===== src/rtl/ocr_pkg.sv =====
`default_nettype none
// ============================================================================
// ocr_pkg : shared word width, state encoding and popcount helper for OCR.
// Revision: 1.0
// ============================================================================
package ocr_pkg;

    localparam int OCR_WORD_W = 32;
    localparam int OCR_ONES_W = $clog2(OCR_WORD_W + 1);

    typedef enum logic [0:0] {
        WAIT_SOF = 1'b0,
        PACK     = 1'b1
    } ocr_state_e;

    function automatic logic [OCR_ONES_W-1:0] ocr_popcount(input logic [OCR_WORD_W-1:0] w);
        logic [OCR_ONES_W-1:0] c;
        c = '0;
        for (int i = 0; i < OCR_WORD_W; i++) begin
            c = c + OCR_ONES_W'(w[i]);
        end
        return c;
    endfunction

endpackage
`default_nettype wire


===== src/rtl/ocr_word_popcount.sv =====
`default_nettype none
// ============================================================================
// ocr_word_popcount : combinational ink count of a packed pixel word.
// Revision: 1.0
// ============================================================================
module ocr_word_popcount
    import ocr_pkg::*;
#(
    parameter int W  = OCR_WORD_W,
    parameter int OW = $clog2(W + 1)
) (
    input  logic [W-1:0]  word,
    output logic [OW-1:0] ones
);

    generate
        if (W == OCR_WORD_W && OW == OCR_ONES_W) begin : g_pkg_width
            assign ones = ocr_popcount(word);
        end else begin : g_generic_width
            always_comb begin
                ones = '0;
                for (int i = 0; i < W; i++) begin
                    ones = ones + OW'(word[i]);
                end
            end
        end
    endgenerate

endmodule
`default_nettype wire


===== src/rtl/ocr_pixel_packer.sv =====
`default_nettype none
// ============================================================================
// ocr_pixel_packer : packs a raster pixel stream MSB-first into row words
//                    with eol/eof tags and ink count on a valid/ready port.
// Revision: 1.0
// ============================================================================
module ocr_pixel_packer
    import ocr_pkg::*;
#(
    parameter int WORD_W  = OCR_WORD_W,
    parameter int ROW_PIX = 40,
    parameter int ROWS    = 2
) (
    input  logic                         CLK,
    input  logic                         RST,
    input  logic                         pix_in,
    input  logic                         pix_valid,
    input  logic                         pix_sof,
    output logic                         pix_ready,
    output logic [WORD_W-1:0]            out_word,
    output logic [$clog2(WORD_W+1)-1:0]  out_ones,
    output logic                         out_eol,
    output logic                         out_eof,
    output logic                         out_valid,
    input  logic                         out_ready,
    output logic                         err_sof
);

    localparam int ONES_W = $clog2(WORD_W + 1);
    localparam int PW     = (WORD_W  > 1) ? $clog2(WORD_W)  : 1;
    localparam int CW     = (ROW_PIX > 1) ? $clog2(ROW_PIX) : 1;
    localparam int RW     = (ROWS    > 1) ? $clog2(ROWS)    : 1;

    localparam logic [PW-1:0] PIX_LAST = PW'(WORD_W - 1);
    localparam logic [CW-1:0] COL_LAST = CW'(ROW_PIX - 1);
    localparam logic [RW-1:0] ROW_LAST = RW'(ROWS - 1);

    ocr_state_e          state_q, state_d;
    logic [WORD_W-1:0]   pack_q, pack_d;
    logic [PW-1:0]       pix_cnt_q, pix_cnt_d;
    logic [CW-1:0]       col_cnt_q, col_cnt_d;
    logic [RW-1:0]       row_cnt_q, row_cnt_d;
    logic                full_q, full_d;
    logic                eol_pend_q, eol_pend_d;
    logic                eof_pend_q, eof_pend_d;
    logic [WORD_W-1:0]   out_word_q, out_word_d;
    logic [ONES_W-1:0]   out_ones_q, out_ones_d;
    logic                out_eol_q, out_eol_d;
    logic                out_eof_q, out_eof_d;
    logic                out_valid_q, out_valid_d;
    logic                err_sof_q, err_sof_d;

    logic                out_free, move, accept, take;
    logic [PW-1:0]       eff_pix;
    logic [CW-1:0]       eff_col;
    logic [RW-1:0]       eff_row;
    logic                at_eol, at_eof, done;
    logic [ONES_W-1:0]   pad_ones;

    ocr_word_popcount #(.W(WORD_W), .OW(ONES_W)) u_popcount (
        .word (pack_q),
        .ones (pad_ones)
    );

    assign out_free  = !out_valid_q || out_ready;
    assign pix_ready = !RST && (!full_q || out_free);
    assign accept    = pix_valid && pix_ready;
    assign move      = full_q && out_free;

    // Any accepted SOF restarts the frame, so the counters it sees are zero.
    assign take    = accept && (pix_sof || state_q == PACK);
    assign eff_pix = (accept && pix_sof) ? '0 : pix_cnt_q;
    assign eff_col = (accept && pix_sof) ? '0 : col_cnt_q;
    assign eff_row = (accept && pix_sof) ? '0 : row_cnt_q;
    assign at_eol  = (eff_col == COL_LAST);
    assign at_eof  = at_eol && (eff_row == ROW_LAST);
    assign done    = (eff_pix == PIX_LAST) || at_eol;

    always_comb begin
        state_d     = state_q;
        pack_d      = pack_q;
        pix_cnt_d   = pix_cnt_q;
        col_cnt_d   = col_cnt_q;
        row_cnt_d   = row_cnt_q;
        full_d      = full_q;
        eol_pend_d  = eol_pend_q;
        eof_pend_d  = eof_pend_q;
        out_word_d  = out_word_q;
        out_ones_d  = out_ones_q;
        out_eol_d   = out_eol_q;
        out_eof_d   = out_eof_q;
        out_valid_d = out_valid_q;
        err_sof_d   = err_sof_q;

        if (move) begin
            out_word_d  = pack_q;
            out_ones_d  = pad_ones;
            out_eol_d   = eol_pend_q;
            out_eof_d   = eof_pend_q;
            out_valid_d = 1'b1;
            full_d      = 1'b0;
        end else if (out_valid_q && out_ready) begin
            out_valid_d = 1'b0;
        end

        if (accept && pix_sof && state_q == PACK) begin
            err_sof_d = 1'b1;
        end

        if (take) begin
            // Starting a fresh word zeroes it, which also discards any partial word.
            if (eff_pix == '0) begin
                pack_d = '0;
            end
            pack_d[PIX_LAST - eff_pix] = pix_in;
            state_d   = PACK;
            pix_cnt_d = eff_pix + 1'b1;
            col_cnt_d = eff_col + 1'b1;
            row_cnt_d = eff_row;
            if (done) begin
                full_d     = 1'b1;
                eol_pend_d = at_eol;
                eof_pend_d = at_eof;
                pix_cnt_d  = '0;
                if (at_eol) begin
                    col_cnt_d = '0;
                    row_cnt_d = eff_row + 1'b1;
                end
                if (at_eof) begin
                    row_cnt_d = '0;
                    state_d   = WAIT_SOF;
                end
            end
        end
    end

    always_ff @(posedge CLK or posedge RST) begin
        if (RST) begin
            state_q     <= WAIT_SOF;
            pack_q      <= '0;
            pix_cnt_q   <= '0;
            col_cnt_q   <= '0;
            row_cnt_q   <= '0;
            full_q      <= 1'b0;
            eol_pend_q  <= 1'b0;
            eof_pend_q  <= 1'b0;
            out_word_q  <= '0;
            out_ones_q  <= '0;
            out_eol_q   <= 1'b0;
            out_eof_q   <= 1'b0;
            out_valid_q <= 1'b0;
            err_sof_q   <= 1'b0;
        end else begin
            state_q     <= state_d;
            pack_q      <= pack_d;
            pix_cnt_q   <= pix_cnt_d;
            col_cnt_q   <= col_cnt_d;
            row_cnt_q   <= row_cnt_d;
            full_q      <= full_d;
            eol_pend_q  <= eol_pend_d;
            eof_pend_q  <= eof_pend_d;
            out_word_q  <= out_word_d;
            out_ones_q  <= out_ones_d;
            out_eol_q   <= out_eol_d;
            out_eof_q   <= out_eof_d;
            out_valid_q <= out_valid_d;
            err_sof_q   <= err_sof_d;
        end
    end

    assign out_word  = out_word_q;
    assign out_ones  = out_ones_q;
    assign out_eol   = out_eol_q;
    assign out_eof   = out_eof_q;
    assign out_valid = out_valid_q;
    assign err_sof   = err_sof_q;

endmodule
`default_nettype wire

===== config.mk =====
export PLATFORM = sky130hd
export DESIGN_NAME = ocr_pixel_packer
export DESIGN_NICKNAME = d
export VERILOG_FILES = /design/src/rtl/ocr_pkg.sv /design/src/rtl/ocr_word_popcount.sv /design/src/rtl/ocr_pixel_packer.sv
export SDC_FILE = /design/constraint.sdc
export NUM_CORES = 1
export LEC_CHECK = 0
export ABC_AREA = 1
export CAP_MARGIN = 20
export CELL_PAD_IN_SITES_DETAIL_PLACEMENT = 1
export CELL_PAD_IN_SITES_GLOBAL_PLACEMENT = 1
export CORE_ASPECT_RATIO = 0.8
export CORE_MARGIN = 4
export CORE_UTILIZATION = 45
export DETAILED_ROUTE_END_ITERATION = 8
export GPL_TIMING_DRIVEN = 0
export HOLD_SLACK_MARGIN = 0.03
export PLACE_DENSITY = 0.9
export SLEW_MARGIN = 5
export SYNTH_ARGS = -nofsm -noshare
export SYNTH_HDL_FRONTEND = slang
export SYNTH_SLANG_ARGS = --single-unit
export TNS_END_PERCENT = 50

===== constraint.sdc =====
create_clock -name CLK -period 10.1 [get_ports CLK]
set_input_delay 1.01 -clock CLK [delete_from_list [all_inputs] [get_ports CLK]]
set_output_delay 1.01 -clock CLK [all_outputs]
set_load 0.01 [all_outputs]

Word level (Yosys, flattened, before mapping)
Index checks and enable logic that the tools add are counted.
- magnitude comparators: 2
- add/subtract/negate cells: 35
- multiplexer cells: 21
- reductions and logical operators: 19
- equality and inequality tests: 2
- operator list (operator ; count):
    adder 6 x 1 -> 6 bit ; 30
    two-way mux 32 bit ; 2
    bitwise mux 32 bit ; 1
    two-way mux 6 bit ; 3
    two-way mux 1 bit ; 12
    two-way mux 5 bit ; 2
    logical AND 1 bit ; 9
    adder 6 x 1 -> 6 bit (second input constant) ; 1
    == test 6 bit (second input constant) ; 1
    less-than comparator 5 x 6 -> 1 bit (second input constant) ; 1
    adder 5 x 1 -> 5 bit (second input constant) ; 1
    demux 1 bit (select 5 bit) ; 1
    == test 5 bit (second input constant) ; 1
    greater-or-equal comparator 5 x 1 -> 1 bit (second input constant) ; 1
    zero test 5 bit ; 1
    subtractor 5 bit (first input constant) ; 1
    logical OR 1 bit ; 4
    zero test 1 bit ; 3
    adder 1 x 1 -> 2 bit ; 1
    AND reduction 2 bit ; 1
    nonzero test 2 bit ; 1
    adder 1 bit (second input constant) ; 1
- output and inout bits: 43
- bits of input ports: 6
- register bits: 90
- logic and storage cells: 93

Logic depth before layout (Yosys ltp)
Gate-level depths: netlist (run 1).
- depth after elaboration: 31
- depth in mapped cells: 20
- mapped depth without buffers: 20

Hierarchy
From an unflattened synthesis (run 1), not the netlist that was laid out.
- cells, all modules: 491
- area, all modules: 4942.2 µm²
- modules (own cells, without submodules) (module ; area each (µm²) ; seq. area each (µm²) ; cells an instance ; instances):
    ocr_pixel_packer ; 4132.7 ; 2252.2 ; 400 ; 1
    ocr_word_popcount ; 809.5 ; 0.0 ; 91 ; 1

Least setup slack after synthesis (run 1)
Ideal clock, no wire load.
- path kind: input port to flip-flop
- start point: input RST
- end point: register eol_pend_q
- buffers on the path: 2
- arrival time: 4.886 ns
- required time: 10.017 ns
- stages: 17
- library setup time: 0.083 ns
- path slack: 5.131 ns
- path through: inv_1 nand4_2 buf_8 buf_2 nand2_1 inv_1 ha_1 inv_1 nor2_1 inv_1 nor2_1 ha_1 inv_1 nand2_1 nand2_1 nand2_1 o21ai_0
- cells in the longest elaborated chain, start to end: 8
- elaborated cells on any way between the ends: 11
- classes of those cells: 2 x eq/ne; 2 x mux; 7 x reduce/logical
- RTL lines (element ; line ; RTL):
    start, declared ; ocr_pixel_packer.sv:15 ; input logic RST,
    zero test 1 bit (no line) * ; n/a ;
    logical AND 1 bit * ; ocr_pixel_packer.sv:66 ; assign pix_ready = !RST && (!full_q || out_free);
    logical AND 1 bit * ; ocr_pixel_packer.sv:67 ; assign accept = pix_valid && pix_ready;
    logical AND 1 bit ; ocr_pixel_packer.sv:72, ocr_pixel_packer.sv:73 ;
    two-way mux 6 bit or two-way mux 5 bit (tied branches) ; ocr_pixel_packer.sv:73, ocr_pixel_packer.sv:72 ;
    == test 6 bit or == test 5 bit (tied branches) ; ocr_pixel_packer.sv:75, ocr_pixel_packer.sv:77 ;
    logical OR 1 bit ; ocr_pixel_packer.sv:77 ; assign done = (eff_pix == PIX_LAST) || at_eol;
    AND reduction 2 bit (no line) ; n/a ;
    end signal, assigned ; ocr_pixel_packer.sv:160 ; eol_pend_q <= eol_pend_d;
    end, declared ; ocr_pixel_packer.sv:44 ; logic eol_pend_q, eol_pend_d;
Mark *: on every way between the ends. The rest lies on a longest branch, timed or not.
A chain may end at the register's enable or synchronous reset.

Final worst setup path (run 1)
- start point: register pack_q[0]
- end point: register out_ones_q[4], in the netlist out_ones[4]
- cells in the longest elaborated chain, start to end: 31
- RTL lines (element ; line ; RTL):
    start, declared ; ocr_pixel_packer.sv:39 ; logic [WORD_W-1:0] pack_q, pack_d;
    start signal, assigned ; ocr_pixel_packer.sv:155 ; pack_q <= pack_d;
    adder 1 x 1 -> 2 bit ; ocr_pkg.sv:20 ; c = c + OCR_ONES_W'(w[i]);
    adder 6 x 1 -> 6 bit (30 in a row) ; ocr_pkg.sv:20 ;
    end signal, assigned ; ocr_pixel_packer.sv:163 ; out_ones_q <= out_ones_d;
    end, declared ; ocr_pixel_packer.sv:47 ; logic [ONES_W-1:0] out_ones_q, out_ones_d;
Every way passes these cells.

==> results.md, run 1 <==
- Status: finished clean
- Worst-Skew Late Latency: 0.35 ns
- Worst-Margin Slew: about 0.50 ns
- DR DRC count: 0
- CTS buffer count: 9
- Post-CTS setup buffers: 0
- Weighted congestion at the end of routability-driven global placement: 0.875
- Biggest area consumer among synthesized cells: dfrtp_1
- Synthesized area per cell: about 8.7 µm²
- Vias per inst: around 5.2
- Most used DFF post-synth: dfrtp_1
- CP startpoint kind: flop
- Syn Inst Count: 570
- Internal Power: roughly 910 µW
- Reg clk slew, reported paths: 0.06 ns
- Area Growth Syn to Fin: 20.1%
- # rows: 34
- Mapped cell area: 0.00498 mm²
- Crit path time final: 5.49 ns
- Clk buf depth: 2
- Layout cell share with drive strength beyond 1: under 10%
- Post-Place Setup Slack: roughly 4.8 ns
- Cell variety after synth: 38
- WL final: roughly 14000 µm
- Post-CTS Hold Buffers: 0
- Die area: about 0.013 mm²
- Final setup viols: 0
- Register share of total power: between 20% and 30%
- Sequential-to-total area share from yosys stat: roughly 45%
- Fin. Hold Viols: 0
- Global-route wire length before repair: between 20000 and 25000 µm
- Unrepaired setup endpoints after global routing: false
- Worst setup path class: flop to flop
- Clock network power share: between 20% and 30%
- Initial antenna violation count: 0
- Required @ worst endpoint: just over 10 ns
- Port Buffers: 48
- Clock sink total: 90
- Period utilization: between 50 and 60%
- Drt first pass iters: 4
- Largest net degree at the start of global routing: 69
- Post-synthesis net count: 615
- Final Power: ~1.5 mW
- I/O pin total: 49
- Asr flop ratio synth: 100%
- Sw frac: 41.5%
- Net Switching: about 640 µW
- Max cap viols: 0
- Crit end category: flop
- Clock skew: roughly 0.0092 ns
- N_diodes: 0
- Die Y: 102 µm
- DR iter-0 viols: 213
- Top cells by area, synth: dfrtp_1 45%, nand2_1 14%, fa_1 9.7%
- Fin nets: approximately 680
- Worst Slack Setup Final: around 4.6 ns
- Post-detail-place hpwl: about 10000 µm
- Max-slew violations: 0
- Total gr overflow: 0
- Number of global-route vias before repair: between 4000 and 5000
- VDD IR max: about 160 µV
- CTS tree: yes
- Remaining antenna violation count: 0
- Top cell type's share of synthesized area: ~45%
- Leakage power: between 3 and 4 nW
- Crit Path Max Fanout: 3
- Post-synth EDFFs: 0
- Die W: 126 µm
- Setup TNS: 0 ns
- Vias: 4044
- Combinational power share: between 40% and 50%
- Clock root cell: clkbuf_16
- WL/cell: approximately 18 µm
- Tot GR Track Use: between 20% and 30%
- Synth Register Bits: 90
- Core area: 0.0108 mm²
- Starting density of the core: around 46%
- Relative slew slack: 66.3%
- PD cells: roughly 260 mW/mm²
- CTS H-tree depth: 3
- Worst Path Arrival: between 5 and 6 ns
- Resized Gates After CTS: 0
- Achievable frequency: 182 MHz
- Hold Crit Class: flop to flop
- Synth warnings: 0
==> stage by stage <==
| stage | hold slack (ns) | std cells | instance area (µm²) | util (%) |
|---|---|---|---|---|
| 2_1_floorplan | 0.441 | 570 | 4980 | - |
| 3_3_place_gp | 0.459 | 762 | 5640 | 52.0 |
| 4_1_cts | 0.485 | 779 | 5980 | 55.1 |
| 3_5_place_dp | 0.465 | 763 | 5670 | 52.2 |
| 5_1_grt | 0.497 | 779 | 5980 | 55.1 |
| 6_report | 0.480 | 779 | 5980 | 55.1 |
==> layout by cell type (no fill, tap or decap), types with 2 or more instances in the layout <==
| cell type | synthesis | routed |
|---|---|---|
| nand2_4 | 5 | 5 |
| nor2_1 | 19 | 19 |
| clkdlybuf4s50_1 | 0 | 48 |
| xor2_1 | 2 | 2 |
| o22ai_1 | 3 | 3 |
| ha_1 | 15 | 15 |
| a21oi_1 | 2 | 2 |
| nand3_2 | 4 | 4 |
| bufinv_16 | 0 | 2 |
| o21ai_1 | 13 | 13 |
| buf_6 | 2 | 2 |
| nand2_1 | 185 | 185 |
| buf_2 | 4 | 4 |
| a31oi_1 | 2 | 2 |
| fa_1 | 24 | 24 |
| nor3_2 | 2 | 2 |
| clkbuf_16 | 0 | 9 |
| xnor2_1 | 2 | 2 |
| nand3_1 | 36 | 36 |
| dfrtp_1 | 90 | 90 |
| inv_1 | 83 | 82 |
| inv_2 | 3 | 3 |
| o21ai_0 | 44 | 44 |
| clkinv_2 | 0 | 2 |
| clkbuf_1 | 9 | 11 |
| nand4_1 | 2 | 2 |
| buf_8 | 2 | 2 |
| nor3_1 | 3 | 3 |
==> worst max-delay path, cell delays in order (launching register included) <==
cell and delay (ns):
dfrtp_1 0.42, ha_1 0.31, inv_1 0.12, fa_1 0.47
fa_1 0.51, fa_1 0.56, fa_1 0.45, fa_1 0.51
fa_1 0.51, inv_1 0.08, fa_1 0.44, fa_1 0.45
a31oi_1 0.25, xnor2_1 0.17, nand2_1 0.10, nand2_1 0.08
==> power groups by stage <==
| stage | Clock, mW | Combinational, mW | Sequential, mW |
|---|---|---|---|
| finish | 0.359 | 0.730 | 0.459 |
| global route | 0.380 | 0.847 | 0.465 |
| CTS | 0.364 | 0.741 | 0.458 |
| detailed placement | 0 | 0.723 | 0.464 |
| global placement | 0 | 0.658 | 0.460 |
| floorplan | 0 | 0.513 | 0.450 |
==> metal layers <==
metal / track usage [%] / wire [µm]
met3: 5.02 / 667
met4: 8.08 / 324
met1: 29.6 / 6060
met2: 39.1 / 6780
met5: 0 / 0
==> sequential cells by signal (all words and copies together) (netlist names) <==
name	count
out_word	32
pack_q	32
col_cnt_q	6
out_ones	6
pix_cnt_q	5
eof_pend_q	1
eol_pend_q	1
err_sof	1
full_q	1
out_eof	1
out_eol	1
out_valid	1
row_cnt_q	1
state_q	1
==> path summary, 6_finish.rpt <==
check	startpoint	end	slack, ns	depth (start not counted)
min in group asynchronous	RST	out_ones[1]$_DFFE_PP0P_	0.99	2
worst min register to register	out_eol$_DFFE_PP0P_	out_eol$_DFFE_PP0P_	0.48	2
worst min-delay path	out_eol$_DFFE_PP0P_	out_eol$_DFFE_PP0P_	0.48	2
max in group asynchronous	RST	pack_q[17]$_DFFE_PP0P_	8.45	3
worst max register to register	pack_q[0]$_DFFE_PP0P_	out_ones[4]$_DFFE_PP0P_	4.61	15
worst max-delay path	pack_q[0]$_DFFE_PP0P_	out_ones[4]$_DFFE_PP0P_	4.61	15
==> cell families after synthesis <==
group,synth area share (%)
buffers and inverters,9.63
XOR/XNOR,0.704
adder cells (fa/ha/maj),13.4
AND/OR/NAND/NOR,22.8
AO/OA/AOI/OAI,8.22
flip-flops,45.3
==> area by class of cell <==
| cell class | count | area (µm²) |
|---|---|---|
| clock buffers | 11 | 233 |
| inverters | 87 | 329 |
| plain buffers | 19 | 153 |
| multi-input cells | 374 | 2240 |
| fillers | 1287 | 4870 |
| flip-flops and latches | 90 | 2250 |
| repair buffers | 49 | 508 |
| well taps | 144 | 180 |
| clock inverters | 5 | 78.8 |
==> synth_stat cells (3+ instances only) <==
library cell and number:
nand2_1 185, dfrtp_1 90, inv_1 83, o21ai_0 44, nand3_1 36, fa_1 24, nor2_1 19, ha_1 15
o21ai_1 13, clkbuf_1 9, nand2_4 5, buf_2 4, nand3_2 4, inv_2 3, nor3_1 3, o22ai_1 3
Power figures use the tool's default switching activity.
==> run 2, diff against run 1 <==
--- a/config.mk
+++ b/config.mk
@@ -11,11 +11,11 @@
 export CELL_PAD_IN_SITES_GLOBAL_PLACEMENT = 1
 export CORE_ASPECT_RATIO = 0.8
 export CORE_MARGIN = 4
-export CORE_UTILIZATION = 45
+export CORE_UTILIZATION = 39
 export DETAILED_ROUTE_END_ITERATION = 8
 export GPL_TIMING_DRIVEN = 0
 export HOLD_SLACK_MARGIN = 0.03
-export PLACE_DENSITY = 0.9
+export PLACE_DENSITY = 0.84
 export SLEW_MARGIN = 5
 export SYNTH_ARGS = -nofsm -noshare
 export SYNTH_HDL_FRONTEND = slang
==> constraint.sdc (replaced) <==
create_clock -name CLK -period 4.63 [get_ports CLK]
set_input_delay 0.463 -clock CLK [delete_from_list [all_inputs] [get_ports CLK]]
set_output_delay 0.463 -clock CLK [all_outputs]
set_load 0.01 [all_outputs]
==> results.md, run 2 (synthesized netlist as in run 1, its figures left out) <==
- Max Used Layer: met4
- Required @ worst endpoint: 4.92 ns (-5.46 ns)
- Vias: 4041 (-0.074%)
- N_diodes: 0 (unchanged)
- WL final: 13600 µm (-1.8%)
- DR DRC count: 0 (unchanged)
- Worst-Skew Late Latency: 0.35 ns (about the same)
- Number of global-route vias before repair: 4459 (+0.47%)
- Leakage power: 3.02 nW (-0.31%)
- Tot GR Track Use: 20.1% (-2.9 points)
- Crit end category: flop
- Final setup viols: 5 (+5)
- Max-slew violations: 0 (unchanged)
- Initial antenna violation count: 0 (unchanged)
- Fin. Hold Viols: 0 (unchanged)
- Status: finished, violations left
- CTS buffer count: 9 (unchanged)
- Met2 wire len: 6420 µm (-5.2%)
- Most common cell after layout, fill and taps aside: nand2_1
- Worst-Margin Slew: 0.566 ns (+0.0623 ns)
- I/O pin total: 49 (unchanged)
- Clock root cell: clkbuf_16
- Most frequent cells in the layout: 185 x nand2_1, 90 x dfrtp_1, 80 x inv_1
- Die Y: 109 µm (+6.8%)
- Weighted congestion at the end of routability-driven global placement: 0.861 (-1.7%)
- Area Growth Syn to Fin: 21.7%
- WL/cell: 16.8 µm (-5.4%)
- Multi-input logic area: 0.00229 mm² (+2.0%)
- Port Buffers: 48 (unchanged)
- Vias per inst: 5.00 (-3.7%)
- CTS H-tree depth: 3 (unchanged)
- Final Power: 3.45 mW (+120%)
- Largest net degree at the start of global routing: 69 (unchanged)
- Fill cells: 1471 (+14%)
- Register area: 0.00225 mm² (unchanged)
- Worst Slack Setup Final: -0.302 ns (-4.91 ns)
- Worst Path Arrival: 5.22 ns (-0.55 ns)
- Clock sink total: 90 (unchanged)
- # rows: 36 (+5.9%)
- Violations in the final reports: negative setup slack
- Core area: 0.0123 mm² (+14%)
- Post-CTS Hold Buffers: 0 (unchanged)
- PD cells: 569 mW/mm² (+120%)
- Layout cell share with drive strength beyond 1: 9.58% (+2.0 points)
- Total gr overflow: 0 (unchanged)
- Achievable frequency: 203 MHz (+11%)
- Period utilization: 107% (+52 points)
- VDD IR max: 353 µV (+120%)
- Crit path time final: 4.93 ns (-0.559 ns)
- Drt first pass iters: 5 (+1)
- Relative slew slack: 62.2% (-4.1 points)
- DR iter-0 viols: 148 (-31%)
- WL met1: 6190 µm (+2.2%)
- Met3 wire length: 742 µm (+11%)
- Hold Crit Class: input port to asynchronous set/reset pin
- Remaining antenna violation count: 0 (unchanged)
- Die W: 134 µm (+6.9%)
- Die area: 0.0146 mm² (+14%)
- Crit Path Max Fanout: 2 (-1)
- Worst setup path class: flop to flop
- Fin nets: 679 (+0.59%)
- Global-route wire length before repair: 23000 µm (about the same)
- Clock skew: 0.00711 ns (-0.00207 ns)
- WHS: 0.443 ns (-0.0366 ns)
- Clk buf depth: 2 (unchanged)
- Final Non-Filler Cells: 808 (+3.7%)
- Unrepaired setup endpoints after global routing: true
- Post-Place Cells: 790 (+3.5%)
- Max cap viols: 0 (unchanged)
- CTS tree: yes
- CP startpoint kind: flop
- Reg clk slew, reported paths: 0.07 ns (about the same)
- Post-detail-place hpwl: 10100 µm (-2.0%)
- Starting density of the core: 40.3% (-5.6 points)
-- run 2: changes by cell type in the layout (fill, tap and decap cells not counted), sizes merged --
cell	before	now
clkinv	4	2
clkbuf	21	19
clkinvlp	0	3
bufinv	2	1
buf	9	13
-- run 2: path summary, 6_finish.rpt --
kind	from	endpoint	slack, ns	depth (start not counted)
worst max-delay path	pack_q[0]$_DFFE_PP0P_	out_ones[4]$_DFFE_PP0P_	-0.30	15
worst min-delay path	RST	out_word[21]$_DFFE_PP0P_	0.44	2
worst max register to register	pack_q[0]$_DFFE_PP0P_	out_ones[4]$_DFFE_PP0P_	-0.30	15
worst min register to register	eof_pend_q$_DFFE_PP0P_	eof_pend_q$_DFFE_PP0P_	0.48	2
max in group asynchronous	RST	pix_cnt_q[3]$_DFFE_PP0P_	3.53	3
min in group CLK	eof_pend_q$_DFFE_PP0P_	eof_pend_q$_DFFE_PP0P_	0.48	2
-- run 2: area by class of cell --
cell class,count,area share [%]
sequential,90,37.2
buffer,19,2.52
timing repair buffer,53,8.88
multi-input combinational,374,37.8
tap,171,3.53
clock inverter,5,0.950
clock buffer,9,3.72
inverter,87,5.43
-- run 2: stage by stage --
| step | setup TNS, ns | utilization [%] | area [µm²] | setup slack, ns |
|---|---|---|---|---|
| global placement | -56.79 | 46.0 | 5680 | -1.44 |
| CTS | -0.924 | 48.9 | 6040 | -0.315 |
| floorplan | -0.00787 | - | 4980 | -0.00787 |
| detailed placement | -0.973 | 46.2 | 5710 | -0.296 |
| finish | -0.969 | 49.1 | 6060 | -0.302 |
| global route | -1.74 | 49.1 | 6060 | -0.447 |
-- run 2: worst max-delay path, stage by stage (launching register included) --
cell and delay (ns):
dfrtp_1 0.39, ha_1 0.31, inv_2 0.06, fa_1 0.42, fa_2 0.56, fa_2 0.44, fa_1 0.51, fa_1 0.43
fa_1 0.52, inv_2 0.06, fa_2 0.37, fa_2 0.38, a31oi_2 0.16, xnor2_1 0.14, nand2_1 0.07, nand2_1 0.06
-- run 2: power breakdown --
group          switching, mW  leakage, nW  internal [mW]
registers             0.0977         1.23          0.902
clock network          0.318        0.129          0.411
logic                   1.05         1.66          0.667
total                   1.47         3.02           1.98
-- run 2: layer usage --
metal  global-route usage (%)  vias to the layer above
met5                        0                        -
met4                     5.23                        0
met3                     4.52                       16
met2                     33.0                       84
met1                     27.2                     2046
li1                         -                     1895
-- run 2: timing repair --
| item | CTS | global route |
|---|---|---|
| resized for setup | 9 | 1 |
| hold endpoints to repair | 0 | 0 |
| buffers inserted | 2 | 2 |
| setup endpoints to repair | 5 | 5 |
| pin swaps | 4 | 0 |
==> run 3, diff against run 2 <==
--- a/config.mk
+++ b/config.mk
@@ -14,7 +14,6 @@
 export CORE_UTILIZATION = 39
 export DETAILED_ROUTE_END_ITERATION = 8
 export GPL_TIMING_DRIVEN = 0
-export HOLD_SLACK_MARGIN = 0.03
 export PLACE_DENSITY = 0.84
 export SLEW_MARGIN = 5
 export SYNTH_ARGS = -nofsm -noshare
==> results of run 3 <==
Final layout, timing and power as in run 2 (identical DEF).
